## config.mk

```make
export PLATFORM = sky130hd
export DESIGN_NAME = pipeline_skid_stage
export DESIGN_NICKNAME = d
export VERILOG_FILES = /design/src/rtl/pipeline_skid_stage.sv
export SDC_FILE = /design/constraint.sdc
export NUM_CORES = 1
export LEC_CHECK = 0
export ABC_AREA = 1
export BUFFER_PORTS_ARGS = -buffer_cell sky130_fd_sc_hd__buf_2
export CORE_MARGIN = 3
export CORE_UTILIZATION = 45
export CTS_CLUSTER_DIAMETER = 120
export DETAILED_ROUTE_END_ITERATION = 8
export GPL_TIMING_DRIVEN = 0
export PLACE_DENSITY = 0.79
export SYNTH_ARGS = -nofsm -noshare
export SYNTH_HDL_FRONTEND = slang
export SYNTH_SLANG_ARGS = --single-unit
```

## constraint.sdc

```tcl
create_clock -name clk -period 1.5 [get_ports clk]
set_input_delay 0.15 -clock clk [delete_from_list [all_inputs] [get_ports clk]]
set_output_delay 0.15 -clock clk [all_outputs]
set_load 0.01 [all_outputs]
```

## src/rtl/pipeline_skid_stage.sv

```systemverilog
// Pipeline stage with valid/ready handshake and a 2-entry skid buffer.
// Optional stall counter port enabled by defining PIPE_STALL_CNT_EN.
module pipeline_skid_stage #(
  parameter int               WIDTH        = 32,
  parameter logic [WIDTH-1:0] BUBBLE_VALUE = {WIDTH{1'b0}},
  parameter int               CNT_W        = 16
) (
  input  logic             clk,
  input  logic             n_rst,
  input  logic             flush,
  input  logic             in_valid,
  output logic             in_ready,
  input  logic [WIDTH-1:0] in_data,
  output logic             out_valid,
  input  logic             out_ready,
  output logic [WIDTH-1:0] out_data
`ifdef PIPE_STALL_CNT_EN
  ,
  output logic [CNT_W-1:0] stall_cnt
`endif
);

  // bit0 = main valid, bit1 = skid valid
  typedef enum logic [1:0] {
    EMPTY = 2'b00,
    ONE   = 2'b01,
    FULL  = 2'b11
  } state_e;

  state_e           state_q, state_d;
  logic [WIDTH-1:0] data_q, data_d;
  logic [WIDTH-1:0] skid_q, skid_d;
  logic             in_xfer;
  logic             out_xfer;

  // Handshake flags come straight from state flops
  assign out_valid = state_q[0];
  assign in_ready  = ~state_q[1];
  assign out_data  = data_q;
  assign in_xfer   = in_valid & in_ready;
  assign out_xfer  = out_valid & out_ready;

  // State, main and skid registers
  always_ff @(posedge clk or negedge n_rst) begin
    if (!n_rst) begin
      state_q <= EMPTY;
      data_q  <= BUBBLE_VALUE;
      skid_q  <= BUBBLE_VALUE;
    end else begin
      state_q <= state_d;
      data_q  <= data_d;
      skid_q  <= skid_d;
    end
  end

  // Next-state and datapath selection
  always_comb begin
    state_d = state_q;
    data_d  = data_q;
    skid_d  = skid_q;
    if (flush) begin
      state_d = EMPTY;
      data_d  = BUBBLE_VALUE;
      skid_d  = BUBBLE_VALUE;
    end else begin
      unique case (state_q)
        EMPTY: begin
          if (in_xfer) begin
            state_d = ONE;
            data_d  = in_data;
          end
        end
        ONE: begin
          if (in_xfer && out_xfer) begin
            data_d = in_data;
          end else if (in_xfer) begin
            state_d = FULL;
            skid_d  = in_data;
          end else if (out_xfer) begin
            state_d = EMPTY;
            data_d  = BUBBLE_VALUE;
          end
        end
        FULL: begin
          if (out_xfer) begin
            state_d = ONE;
            data_d  = skid_q;
            skid_d  = BUBBLE_VALUE;
          end
        end
        default: begin
          state_d = EMPTY;
          data_d  = BUBBLE_VALUE;
          skid_d  = BUBBLE_VALUE;
        end
      endcase
    end
  end

`ifdef PIPE_STALL_CNT_EN
  logic [CNT_W-1:0] cnt_q;

  assign stall_cnt = cnt_q;

  // Saturating count of stalled cycles; only reset clears it
  always_ff @(posedge clk or negedge n_rst) begin
    if (!n_rst) begin
      cnt_q <= '0;
    end else if (out_valid && !out_ready && (cnt_q != {CNT_W{1'b1}})) begin
      cnt_q <= cnt_q + CNT_W'(1);
    end
  end
`endif

endmodule

```

==> results.md, run 1 <==
* Row cnt at 33
* Clk_lat worst skew at 0.36 ns
* Status: finished with violations
* Vias at between 4000 and 5000
* Synthesized area at approximately 4000 sq um
* Yosys reg bits at between 60 and 70
* Total CTS buffers at 9
* Post-Synthesis Cells at roughly 620
* Maximum vdd ir drop at roughly 0.00059 V
* Die Footprint at ~10000 sq um
* Antenna violations before repair at 0
* Total global-route track usage at between 20% and 30%
* Core Footprint at ~8400 sq um
* Most common cell after layout, fill and taps aside: nand2_1
* # nets final at 769
* Clock transition at the registers of the reported paths at about 0.080 ns
* IO Count at 71
* Pre-CTS WS at -0.330 ns
* Share of post-route cells with drive strength above 1 at 32.7%
* First-pass GRT wire length at between 15 and 20 mm
* CTS tree: built
* DIE HEIGHT at ~100 um
* Number of H-tree levels at 3
* Max Transition Viols Final at 0
* Reg2Reg Setup Slack at -0.11 ns
* YS warnings at 0
* Power Density at around 1600 nW/um^2
* DR iter-0 viols at approximately 290
* Max Clock Skew at between 0.005 and 0.006 ns
* Synth Net Count at around 670
* Failing checks: negative setup slack
* Post-DP HPWL at 7.25 mm
* Final WS setup at -0.114 ns
* Crit path max fanout at 5
* Vias in the first global route at ~4000
* Filler instances at slightly below 700
* Register area share after synthesis at between 40% and 50%
* Final Cycle Share at 108%
* Count of cell types in the netlist at 19
* Initial core utilization at about 47%
* Register Area at approximately 1700 sq um
* Gr ovfl total at 0
* Avg WL per Cell at 14.1 um
* Commonest non-fill, non-tap cells in the layout: 291 x nand2_1, 69 x buf_2, 64 x inv_1, 64 x dfrtp_1
* Root buf cell: clkbuf_8
* Synth Area per Inst at between 6 and 7 sq um
* Fin. Hold Viols at 0
* Multi-input gate area at 2230 sq um
* PortBufs at just under 70
* Gpl congestion at about 0.83
* Die Width at ~100 um
* Final setup violation count at 65
* Largest net degree at the start of global routing at between 60 and 70
* HP Class: input port to flip-flop
* Antenna viol nets, final at 0
* Number of max-cap violations at 0
* Setup CP Type: flip-flop to flip-flop
* Crit path DAT at roughly 1.9 ns
* F_max at around 620 MHz
* Total power at 8980 uW
* CP Launch Type: flip-flop
* Vias/cell at between 5 and 6
* # DRC at 0
* Data required time at the worst endpoint at between 1.5 and 2 ns
* Clock sinks at 66
* Antenna Cells at 0
* Placed Instances at between 700 and 800
* Core Util, Final at 65.2%
* Post-Route WL at between 10 and 15 mm
* RSZ-0062 raised after global routing: true
* Longest Clk Path Bufs at 2
* Area delta synth->final at 37.5%
* DR pass1 iterations at 5
* CP endpoint kind: flip-flop
* Least-Margin Pin Slew at 0.858 ns
* Worst slew margin at 42.8%
* Pleak at 0.00337 uW
* Fin cells at around 840
* Tmin final at ~1.6 ns
[sequential cells by signal (all words and copies together) (netlist names)]
name / count
out_data: 32
skid_q: 32
state_q: 2
[worst max-delay path: stages, from the launching register on]
cell	delay [ns]
dfrtp_2	0.44
inv_4	0.10
ha_4	0.20
inv_4	0.04
nor2_4	0.13
nand2_4	0.09
nand2_4	0.08
nor2_4	0.05
buf_6	0.12
buf_6	0.13
nand3_2	0.06
nand2_1	0.05
[cells in the mapped netlist]
master,count,area [sq um]
dfrtp_1,66,1650
a21oi_4,1,16.3
nor2_4,2,22.5
inv_2,6,22.5
nand3_1,68,340
ha_1,4,50.1
clkbuf_1,10,37.5
nand2_2,1,6.26
nand2_4,1,11.3
nand3_2,2,20.0
or2_2,1,6.26
nor2_1,34,128
a21oi_1,1,5.00
inv_1,66,248
buf_4,5,37.5
nand2_1,332,1250
nor2_2,2,12.5
buf_6,3,33.8
buf_2,19,95.1
[kinds of logic after synthesis]
| logic type | share of synthesized area [%] |
|---|---|
| adders and majority gates | 1.25 |
| and+or+nand+nor | 44.9 |
| AOI/OAI and AO/OA | 0.533 |
| DFF | 41.4 |
| buffers and inverters | 11.9 |
[metrics by stage]
step / hold slack, ns / area, sq um / TNS, ns
2_1_floorplan: -0.146 / 4100 / -0.774
3_3_place_gp: 0.453 / 4580 / -15.77
3_5_place_dp: 0.321 / 4580 / -14.04
4_1_cts: 0.151 / 5270 / -3.68
5_1_grt: 0.171 / 5490 / -9.54
6_report: 0.146 / 5490 / -5.64
[routing by layer]
layer | track usage (%) | part of all wire [%] | up-vias
li1 | - | - | 2070
met1 | 30.6 | 41 | 1997
met2 | 40.6 | 50 | 162
met3 | 4.73 | 6.6 | 18
met4 | 8.29 | 1.8 | 0
met5 | 0 | 0 | -
[final timing paths]
path                       cells after the start     endpoint   startpoint
hold reg to reg                                2  out_data[6]  out_data[6]
max in group asynchronous                      2   state_q[1]        n_rst
hold / removal                                 5   skid_q[16]  in_data[16]
min in group asynchronous                      2   skid_q[16]        n_rst
setup reg to reg                              11  out_data[7]   state_q[1]
setup / recovery                              11  out_data[7]   state_q[1]
[report_power, final]
| part | switching (uW) | internal [uW] |
|---|---|---|
| logic | 2660 | 1820 |
| clock network | 759 | 1160 |
| registers | 321 | 2270 |
| total | 3740 | 5240 |
[what timing repair did]
| action | in CTS | in global routing |
|---|---|---|
| pin swaps | 15 | 16 |
| setup endpoints to repair | 66 | 66 |
| setup buffers | 18 | 2 |
| endpoints found under the hold margin | 66 | 0 |
| hold buffers | 1 | 0 |
| cloned | 6 | 1 |
| resized for setup | 86 | 55 |
[final cells by class]
| type | count | share of cell area, % |
|---|---|---|
| multi-input combinational | 449 | 40.7 |
| clock inverter | 6 | 2.05 |
| inverter | 72 | 5.15 |
| clock buffer | 10 | 2.51 |
| timing repair buffer | 97 | 11.5 |
| tap | 105 | 2.39 |
| buffer | 33 | 5.59 |
| sequential | 66 | 30.1 |
Note: power is estimated with default switching activity, not from simulation.
==> run 2, diff against run 1 <==
==> constraint.sdc (replaced) <==
create_clock -name clk -period 1.5 [get_ports clk]
set_input_delay 0.3 -clock clk [delete_from_list [all_inputs] [get_ports clk]]
set_output_delay 0.3 -clock clk [all_outputs]
set_load 0.01 [all_outputs]
==> run 2 against run 1 <==
Compared with the run above:
- critical path depth is the same
- via count grew 1.8%
- sequential power is essentially flat
- non-clock buffer count shrank 1
- clock skew grew 0.0026 ns
- the flow still finishes with violations (negative setup slack)
- first-iteration DRC count grew 19%
- core utilization grew 0.10 points
- combinational power is essentially flat
==> results.md, run 2 (synthesis results as in run 1) <==
* Total CTS buffers at 9
* Final setup violation count at 66
* Die Footprint at about 10000 sq um
* Setup CP Type: flip-flop to flip-flop
* PortBufs at 69
* Total power at around 9000 uW
* Root buf cell: clkbuf_8
* Total negative slack at -6.52 ns
* First-pass GRT wire length at around 19 mm
* Share of post-route cells with drive strength above 1 at approximately 33%
* DR iter-0 viols at 340
* Final Cycle Share at 109%
* # DRC at 0
* Gpl congestion at roughly 0.83
* CP Launch Type: flip-flop
* Avg WL per Cell at roughly 14 um
* Vias/cell at approximately 5.2
* # nets final at ~770
* Clk pwr share at a little over a fifth
* DR pass1 iterations at 5
* RSZ-0062 raised after global routing: true
* Pre-CTS WS at -0.330 ns
* Max Used Layer: met4
* Sw frac at between 40% and 50%
* Met2 WL at 6.04 mm
* Most common cell after layout, fill and taps aside: nand2_1
* Register-to-Register Path Depth at 11
* P_sw at about 3800 uW
* Crit path max fanout at 5
* Longest Clk Path Bufs at 2
* Clock transition at the registers of the reported paths at about 0.08 ns
* CTS tree: built
* Fin. Hold Viols at 0
* CP max stage delay at ~0.44 ns
* Max Clock Skew at between 0.007 and 0.008 ns
* Power Density at roughly 1600 nW/um^2
* HP Class: input port to async pin
* Worst slew margin at between 40% and 50%
* Tmin final at approximately 1.6 ns
* IO Count at 71
* Post-Route WL at around 12 mm
* Crit path DAT at around 1.9 ns
* Reg power frac at roughly 29%
* Commonest non-fill, non-tap cells in the layout: 291 x nand2_1, 68 x buf_2, 64 x inv_1, 64 x dfrtp_1
* Reg2Reg Setup Slack at -0.13 ns
* Total global-route track usage at about a quarter
* Antenna viol nets, final at 0
* DIE HEIGHT at 100 um
* Core Footprint at 8420 sq um
* Filler instances at 690
* Vias at between 4000 and 5000
* Least-Margin Pin Slew at between 0.8 and 0.9 ns
* Post-CTS Hold Buffers at 0
* Data required time at the worst endpoint at 1.76 ns
* Largest net degree at the start of global routing at 67
* Antenna Cells at 0
* Number of max-cap violations at 0
* Combinational group share of total power at 49.8%
* Clk_lat worst skew at 0.37 ns
* Crit path from: state_q[1]
* Clock sinks at between 60 and 70
* Cell Int Power at 5250 uW
* Post-DP HPWL at about 7.2 mm
* Row cnt at 33
* Met1 Wirelength at 5.00 mm
* Worst Path Buf+Inv at 4
* Antenna violations before repair at 0
* Status: finished with violations
* Pleak at about 0.0034 uW
* R2R Path Start: state_q[1]
* Vias in the first global route at about 4000
* F_max at between 600 and 700 MHz
* Critical-path top delay cell: dfrtp_2
* CP endpoint kind: flip-flop
* Failing checks: negative setup slack
* DR WL met3 at ~750 um
* Reg2reg end: out_data[7]
* CP Cell Sequence: inv_4 -> ha_4 -> inv_4 -> nor2_4 -> nand2_4 -> nand2_4 -> nor2_4 -> buf_6 -> buf_6 -> nand3_2 -> nand2_1
* Die Width at around 100 um
* Final WS setup at -0.134 ns
* Area delta synth->final at 37.8%
* Crit path max-delay family: simple AND/OR/NAND/NOR gates
* Maximum vdd ir drop at roughly 0.00060 V
* Max Transition Viols Final at 0
* Gr ovfl total at 0
* Number of H-tree levels at 3
* Final hold slack at approximately 0.036 ns
* Initial core utilization at 47.4%
[run 2: changes by cell type in the layout (fill, tap and decap cells not counted), sizes merged]
cell         delta
dlygate4sd3     -1
[run 2: power by group through the flow]
stage / sequential, uW / combinational [uW] / clock, uW
finish: 2600 / 4490 / 1920
global route: 2650 / 4930 / 2010
CTS: 2570 / 4030 / 1920
detailed placement: 2600 / 3340 / 0
global placement: 2580 / 3270 / 0
floorplan: 2710 / 2210 / 0
[run 2: cell type report]
type	count	area [sq um]	area share [%]
clock buffers	10	138	2.50
multi-input cells	449	2240	40.7
clock inverters	6	113	2.05
flip-flops and latches	66	1650	30.1
well taps	105	131	2.39
plain buffers	33	307	5.58
repair buffers	96	634	11.5
inverters	72	283	5.14
[run 2: routing by layer]
layer	up-vias	GRT usage, %
met5	-	0
met4	0	8.29
met3	30	4.73
met2	172	40.6
met1	2047	30.6
li1	2075	-
[run 2: worst max path at each step]
| stage | to | slack, ns | cells after the start |
|---|---|---|---|
| 2_1_floorplan | skid_q[0] | -0.01 | 9 |
| 3_3_place_gp | out_data[25] | -0.32 | 10 |
| 3_5_place_dp | out_data[25] | -0.33 | 10 |
| 4_1_cts | out_data[20] | -0.08 | 11 |
| 5_1_grt | skid_q[13] | -0.19 | 9 |
| 6_report | out_data[7] | -0.13 | 11 |
[run 2: repair_timing]
action                                  in CTS  in global routing
gates resized for setup                     86                 59
buffers inserted                            18                  2
pin swaps                                   15                 16
endpoints found under the setup margin      66                 67
gates cloned                                 6                  1
[run 2: per-stage QoR]
step | instance area (sq um) | util (%) | instances
2_1_floorplan | 4100 | - | 624
3_3_place_gp | 4580 | 54.4 | 798
3_5_place_dp | 4580 | 54.4 | 798
4_1_cts | 5260 | 62.4 | 835
5_1_grt | 5500 | 65.3 | 837
6_report | 5500 | 65.3 | 837
